## config.mk

```make
export PLATFORM = sky130hd
export DESIGN_NAME = des_key_sweep
export DESIGN_NICKNAME = d
export VERILOG_FILES = /design/src/rtl/des_key_sweep.sv
export SDC_FILE = /design/constraint.sdc
export NUM_CORES = 1
export LEC_CHECK = 0
export CAP_MARGIN = 30
export CORE_ASPECT_RATIO = 1.75
export CORE_MARGIN = 4
export CORE_UTILIZATION = 40
export DETAILED_ROUTE_END_ITERATION = 16
export GPL_TIMING_DRIVEN = 0
export SYNTH_ARGS = -nofsm -noshare
export SYNTH_HDL_FRONTEND = slang
export SYNTH_SLANG_ARGS = --single-unit
```

## constraint.sdc

```tcl
create_clock -name clk -period 6.16 [get_ports clk]
set_clock_uncertainty 0.1 [all_clocks]
set_input_delay 1.848 -clock clk [delete_from_list [all_inputs] [get_ports clk]]
set_output_delay 1.848 -clock clk [all_outputs]
set_load 0.005 [all_outputs]
```

## src/rtl/des_key_sweep.sv

```systemverilog
// Key-search controller: sweeps a count range, issues odd-parity DES keys one per
// cycle to a fixed-latency engine and latches the first key whose result matches.
module des_key_sweep #(
    parameter int          LAT         = 16,
    parameter logic [55:0] START_COUNT = 56'h0,
    parameter logic [55:0] LAST_COUNT  = 56'hFF_FFFF_FFFF_FFFF
) (
    input  logic        clk,
    input  logic        reset,
    input  logic        Start,
    input  logic [63:0] ciphertext,
    input  logic [63:0] enc_result,
    output logic [63:0] des_key,
    output logic        des_key_valid,
    output logic [55:0] count,
    output logic [63:0] Key,
    output logic        Found,
    output logic        Done,
    output logic        busy
);
    localparam logic [2:0] S_IDLE   = 3'd0;
    localparam logic [2:0] S_SEARCH = 3'd1;
    localparam logic [2:0] S_DRAIN  = 3'd2;
    localparam logic [2:0] S_FOUND  = 3'd3;
    localparam logic [2:0] S_EXH    = 3'd4;

    logic [2:0]     state;
    logic [LAT-1:0] vld_pipe;
    logic [LAT-1:0] vld_next;
    logic [55:0]    cnt_pipe [LAT];
    logic           active;
    logic           issue;
    logic           match;

    // 7 count bits per key byte, LSB of each byte makes the byte odd parity
    function automatic logic [63:0] expand(input logic [55:0] c);
        logic [63:0] k;
        k = '0;
        for (int i = 0; i < 8; i++) begin
            k[63-8*i -: 7] = c[55-7*i -: 7];
            k[56-8*i]      = ~^c[55-7*i -: 7];
        end
        return k;
    endfunction

    assign active   = (state == S_SEARCH) || (state == S_DRAIN);
    assign issue    = (state == S_SEARCH);
    assign vld_next = LAT'({vld_pipe, issue});
    assign match    = vld_pipe[LAT-1] && (enc_result == ciphertext);

    // Tag valids: the tap entry pairs with the current enc_result
    always_ff @(posedge clk or negedge reset) begin
        if (!reset) begin
            vld_pipe <= '0;
        end else if (match || !active) begin
            vld_pipe <= '0;
        end else begin
            vld_pipe <= vld_next;
        end
    end

    always_ff @(posedge clk) begin
        cnt_pipe[0] <= count;
        for (int i = 1; i < LAT; i++) cnt_pipe[i] <= cnt_pipe[i-1];
    end

    always_ff @(posedge clk or negedge reset) begin
        if (!reset) begin
            state         <= S_IDLE;
            des_key       <= '0;
            des_key_valid <= 1'b0;
            count         <= '0;
            Key           <= '0;
            Found         <= 1'b0;
            Done          <= 1'b0;
            busy          <= 1'b0;
        end else begin
            case (state)
                S_IDLE, S_FOUND, S_EXH: begin
                    if (Start) begin
                        state         <= S_SEARCH;
                        count         <= START_COUNT;
                        des_key       <= expand(START_COUNT);
                        des_key_valid <= 1'b1;
                        Key           <= '0;
                        Found         <= 1'b0;
                        Done          <= 1'b0;
                        busy          <= 1'b1;
                    end
                end
                S_SEARCH, S_DRAIN: begin
                    if (match) begin
                        state         <= S_FOUND;
                        count         <= cnt_pipe[LAT-1];
                        Key           <= expand(cnt_pipe[LAT-1]);
                        des_key       <= '0;
                        des_key_valid <= 1'b0;
                        Found         <= 1'b1;
                        Done          <= 1'b1;
                        busy          <= 1'b0;
                    end else if (state == S_SEARCH) begin
                        // stop at the last count rather than wrapping the counter
                        if (count == LAST_COUNT) begin
                            state         <= S_DRAIN;
                            des_key       <= '0;
                            des_key_valid <= 1'b0;
                        end else begin
                            count   <= count + 56'd1;
                            des_key <= expand(count + 56'd1);
                        end
                    end else if (vld_next == '0) begin
                        state <= S_EXH;
                        count <= LAST_COUNT;
                        Done  <= 1'b1;
                        busy  <= 1'b0;
                    end
                end
                default: state <= S_IDLE;
            endcase
        end
    end
endmodule

```

==> results.yml <==
timing:
  fmax_mhz: 191.0
  post-route-period-util: 0.8499
  slew_viol_final: 0
  finalCriticalPeriod_ns: 5.235
  finalSetupViolations: 0
  hold_viol: 0
  rsz0062_at_grt: "no"
  tightest_slew_ns: 0.9667
  maxSlewHeadroom: 0.3556
  fin_ws_ns: 0.9245
pwr:
  pwr-share-comb: 0.249
  seq_power_share: 0.505
  p_switching_mw: 7.377
  leakage_nw: 15.58
  switching_share: 0.3089
  vdd_ir_drop_max_mv: 0.2973
  power_frac_clock: 0.246
  powerDensity_mw_per_mm2: 633.8
  internal-power_mw: 16.50
route:
  post_drt_via_cell_ratio: 4.876
  final_antenna_net_count: 0
  routed-via-count: 17860
  drt_iter0_drc: 949
  drc: 0
  avgRoutedWirePerCell_um: 21.61
  wirelength_um: 79140
  firstDrtPassIters: 5
logic_synthesis:
  avgSynthCellArea_um2: 13.47
  ys_ff_latch: 1103
  synth_area_mm2: 0.03008
  ys.flop_type: "dfxtp_1"
  synth_seq_area_share: 0.7684
  synthTopCellsByArea: "dfxtp_1 (60%), dfrtp_1 (17%), xnor2_1 (4.2%)"
  yosysUniqueCellTypes: 73
  syn_nets: 2365
  yosys_warnings: 0
  synth_area_leader_cell: "dfxtp_1"
  async_flop_share: 0.1877
  synthCells: 2233
  synth_enable_flop_cells: 0
  synth_top_area_frac: 0.5962
clock_tree:
  max-clock-path-buffers: 3
  clk_latency_ns: 0.66
  cts_hold_buf: 0
  ctsResizeCount: 0
  cts.sinks: 1103
  cts.clk_slew.worst_paths_ns: 0.07
  root_buffer: "clkbuf_16"
  cts_buffers: 89
  htreeDepth: 3
  post_cts_buffers: 0
  cts_tree: "yes"
finish:
  nNetsFinal: 2780
  fill_cells: 6454
  area_growth_pct: 25.22
  drive_above_1_share: 0.08557
  fin_util: 0.5069
die:
  num_io_pins: 319
  start_util: 0.4048
  die-height_um: 370.8
  chipWidth_um: 215.3
  fp.dieArea_mm2: 0.07983
  core_mm2: 0.07432
  row_count: 132
setup_path:
  r2r-start: "count[1]"
  endpoint_kind: "flip-flop"
  reg2reg_to: "des_key[31]"
  reg2reg_setup_slack_ns: 2.05
  cp.required_ns: 6.62
  critPathArrivalTime_ns: 5.69
  critPathLaunchType: "input pin"
  path_class: "input pin to flip-flop"
  critPathMaxFanout: 10
  ff2ff_path_depth: 12
flow_run:
  maxCapViolCount: 0
placement:
  place_hpwl_um: 57900
  gp_congestion: 0.9367
  port_buffers: 318
  preCtsSetupSlack_ns: 0.2561
global_route:
  grt_util_all_layers: 0.1958
  grt_pass1_vias: 18350
  grt-ovfl-total: 0
  antenna_found_initial: 2
  grt_max_degree: 94
  grt_pass1_wl_um: 116500
min_path:
  min_to: "cnt_pipe[1][205]"
  holdPathStages: 0
  min_from: "cnt_pipe[1][149]"
  hp-class: "flip-flop to flip-flop"
run_status:
  outcome: "finished, final reports clean"
metrics by stage:
stage          hold WS (ns)  power (mW)  instances  setup TNS [ns]  area (um2)
6_report             0.1876       23.88       3663               0       37670
5_1_grt              0.2058       25.12       3661               0       37670
4_1_cts              0.1918       24.17       3661               0       37670
3_5_place_dp         0.2121       18.17       3495               0       34550
3_3_place_gp         0.2097       17.98       3489        -1339.84       34440
2_1_floorplan        0.2096       14.80       2233               0       30080
power by group through the flow:
| stage | Clock [mW] | Sequential (mW) | Combinational [mW] |
|---|---|---|---|
| final | 5.88 | 12.1 | 5.94 |
| after global routing | 6.34 | 12.4 | 6.38 |
| after CTS | 6.06 | 12.1 | 5.98 |
| after detailed placement | 0 | 12.2 | 5.94 |
| after global placement | 0 | 12.1 | 5.86 |
| after floorplan | 0 | 11.5 | 3.32 |
state kept, by name, summed over array words and instances, names as in the netlist:
signal         flops
Done               1
Found              1
Key               64
busy               1
cnt_pipe         896
count             56
des_key           64
des_key_valid      1
state              3
vld_pipe          16
layout by cell type (no fill, tap or decap), types with 16 or more instances in the layout:
cell,synthesis,final
dfxtp_1,896,896
clkdlybuf4s50_1,0,317
dfrtp_1,207,207
nand2_1,202,202
xnor2_1,145,145
o21ai_0,116,116
clkbuf_16,0,97
clkbuf_1,53,72
inv_1,47,47
xor2_1,45,45
a21oi_1,41,41
nand4_1,37,37
nand3_1,37,37
o21ai_1,35,35
nor2_1,31,31
o22a_1,29,29
buf_2,27,27
and3_1,27,27
nor2b_1,21,21
a31oi_1,20,20
clkbuf_8,0,19
a21o_1,18,18
a221oi_1,16,16
cell type report:
type | instances | area, um2 | area share
diodes | 2 | 5.005 | 0.0001329
plain buffers | 102 | 500.5 | 0.01329
clock buffers | 135 | 2760 | 0.07327
clock inverters | 31 | 354.1 | 0.009399
inverters | 49 | 183.9 | 0.004882
multi-input cells | 979 | 6282 | 0.1668
flip-flops and latches | 1103 | 23120 | 0.6136
well taps | 938 | 1174 | 0.03115
repair buffers | 324 | 3296 | 0.08748
per-layer routing:
metal / track usage / vias to the layer above / wire length (um)
met4: 0.08900 / 0 / 3384
met3: 0.05073 / 145 / 5584
met1: 0.2270 / 8764 / 30980
met5: 0 / - / 0
li1: - / 8274 / -
met2: 0.3404 / 677 / 39190
worst max-delay path by stage:
stage                       start           to  slack [ns]  cells after the start
detailed placement  enc_result[8]      Key[61]        0.26                     11
global placement            reset      Key[52]       -6.53                      1
finish              enc_result[8]      Key[58]        0.92                     11
global route        enc_result[8]      Key[58]        0.79                     11
CTS                 enc_result[8]      Key[58]        0.95                     11
floorplan           enc_result[8]  des_key[51]        2.00                     12
critical path, stage by stage:
cell and delay (ns):
clkdlybuf4s50_1 0.50, nor2b_1 0.18, a2111o_1 0.39, nor4_1 0.35
nand4b_1 0.30, o21ai_2 0.65, o21ai_1 0.23, buf_4 0.25
buf_2 0.24, clkbuf_1 0.40, o21ai_0 0.31
synth_stat cells (all sizes together), types with 7 or more instances:
master / number
dfxtp: 896
dfrtp: 207
nand2: 203
o21ai: 152
xnor2: 145
clkbuf: 54
inv: 49
buf: 48
xor2: 45
nand4: 42
a21oi: 41
nand3: 41
nor2: 31
o22a: 29
and3: 28
nor2b: 21
a31oi: 20
nor4: 19
a21o: 18
nor3: 17
a221oi: 16
nand2b: 13
and2: 8
a32oi: 7
logic make-up (layout without fill, tap and decap cells):
| family | count (synthesis) | count (layout) | synth area share |
|---|---|---|---|
| flops | 1103 | 1103 | 0.7684 |
| compound gates | 336 | 336 | 0.07187 |
| xor+xnor | 193 | 193 | 0.05756 |
| mux | 5 | 5 | 0.001747 |
| fa+ha+maj | 1 | 1 | 0.0004158 |
| buf+inv | 151 | 641 | 0.02275 |
| simple gates | 444 | 444 | 0.07723 |
| other cells | 0 | 2 | 0 |
Power figures use the tool's default switching activity.
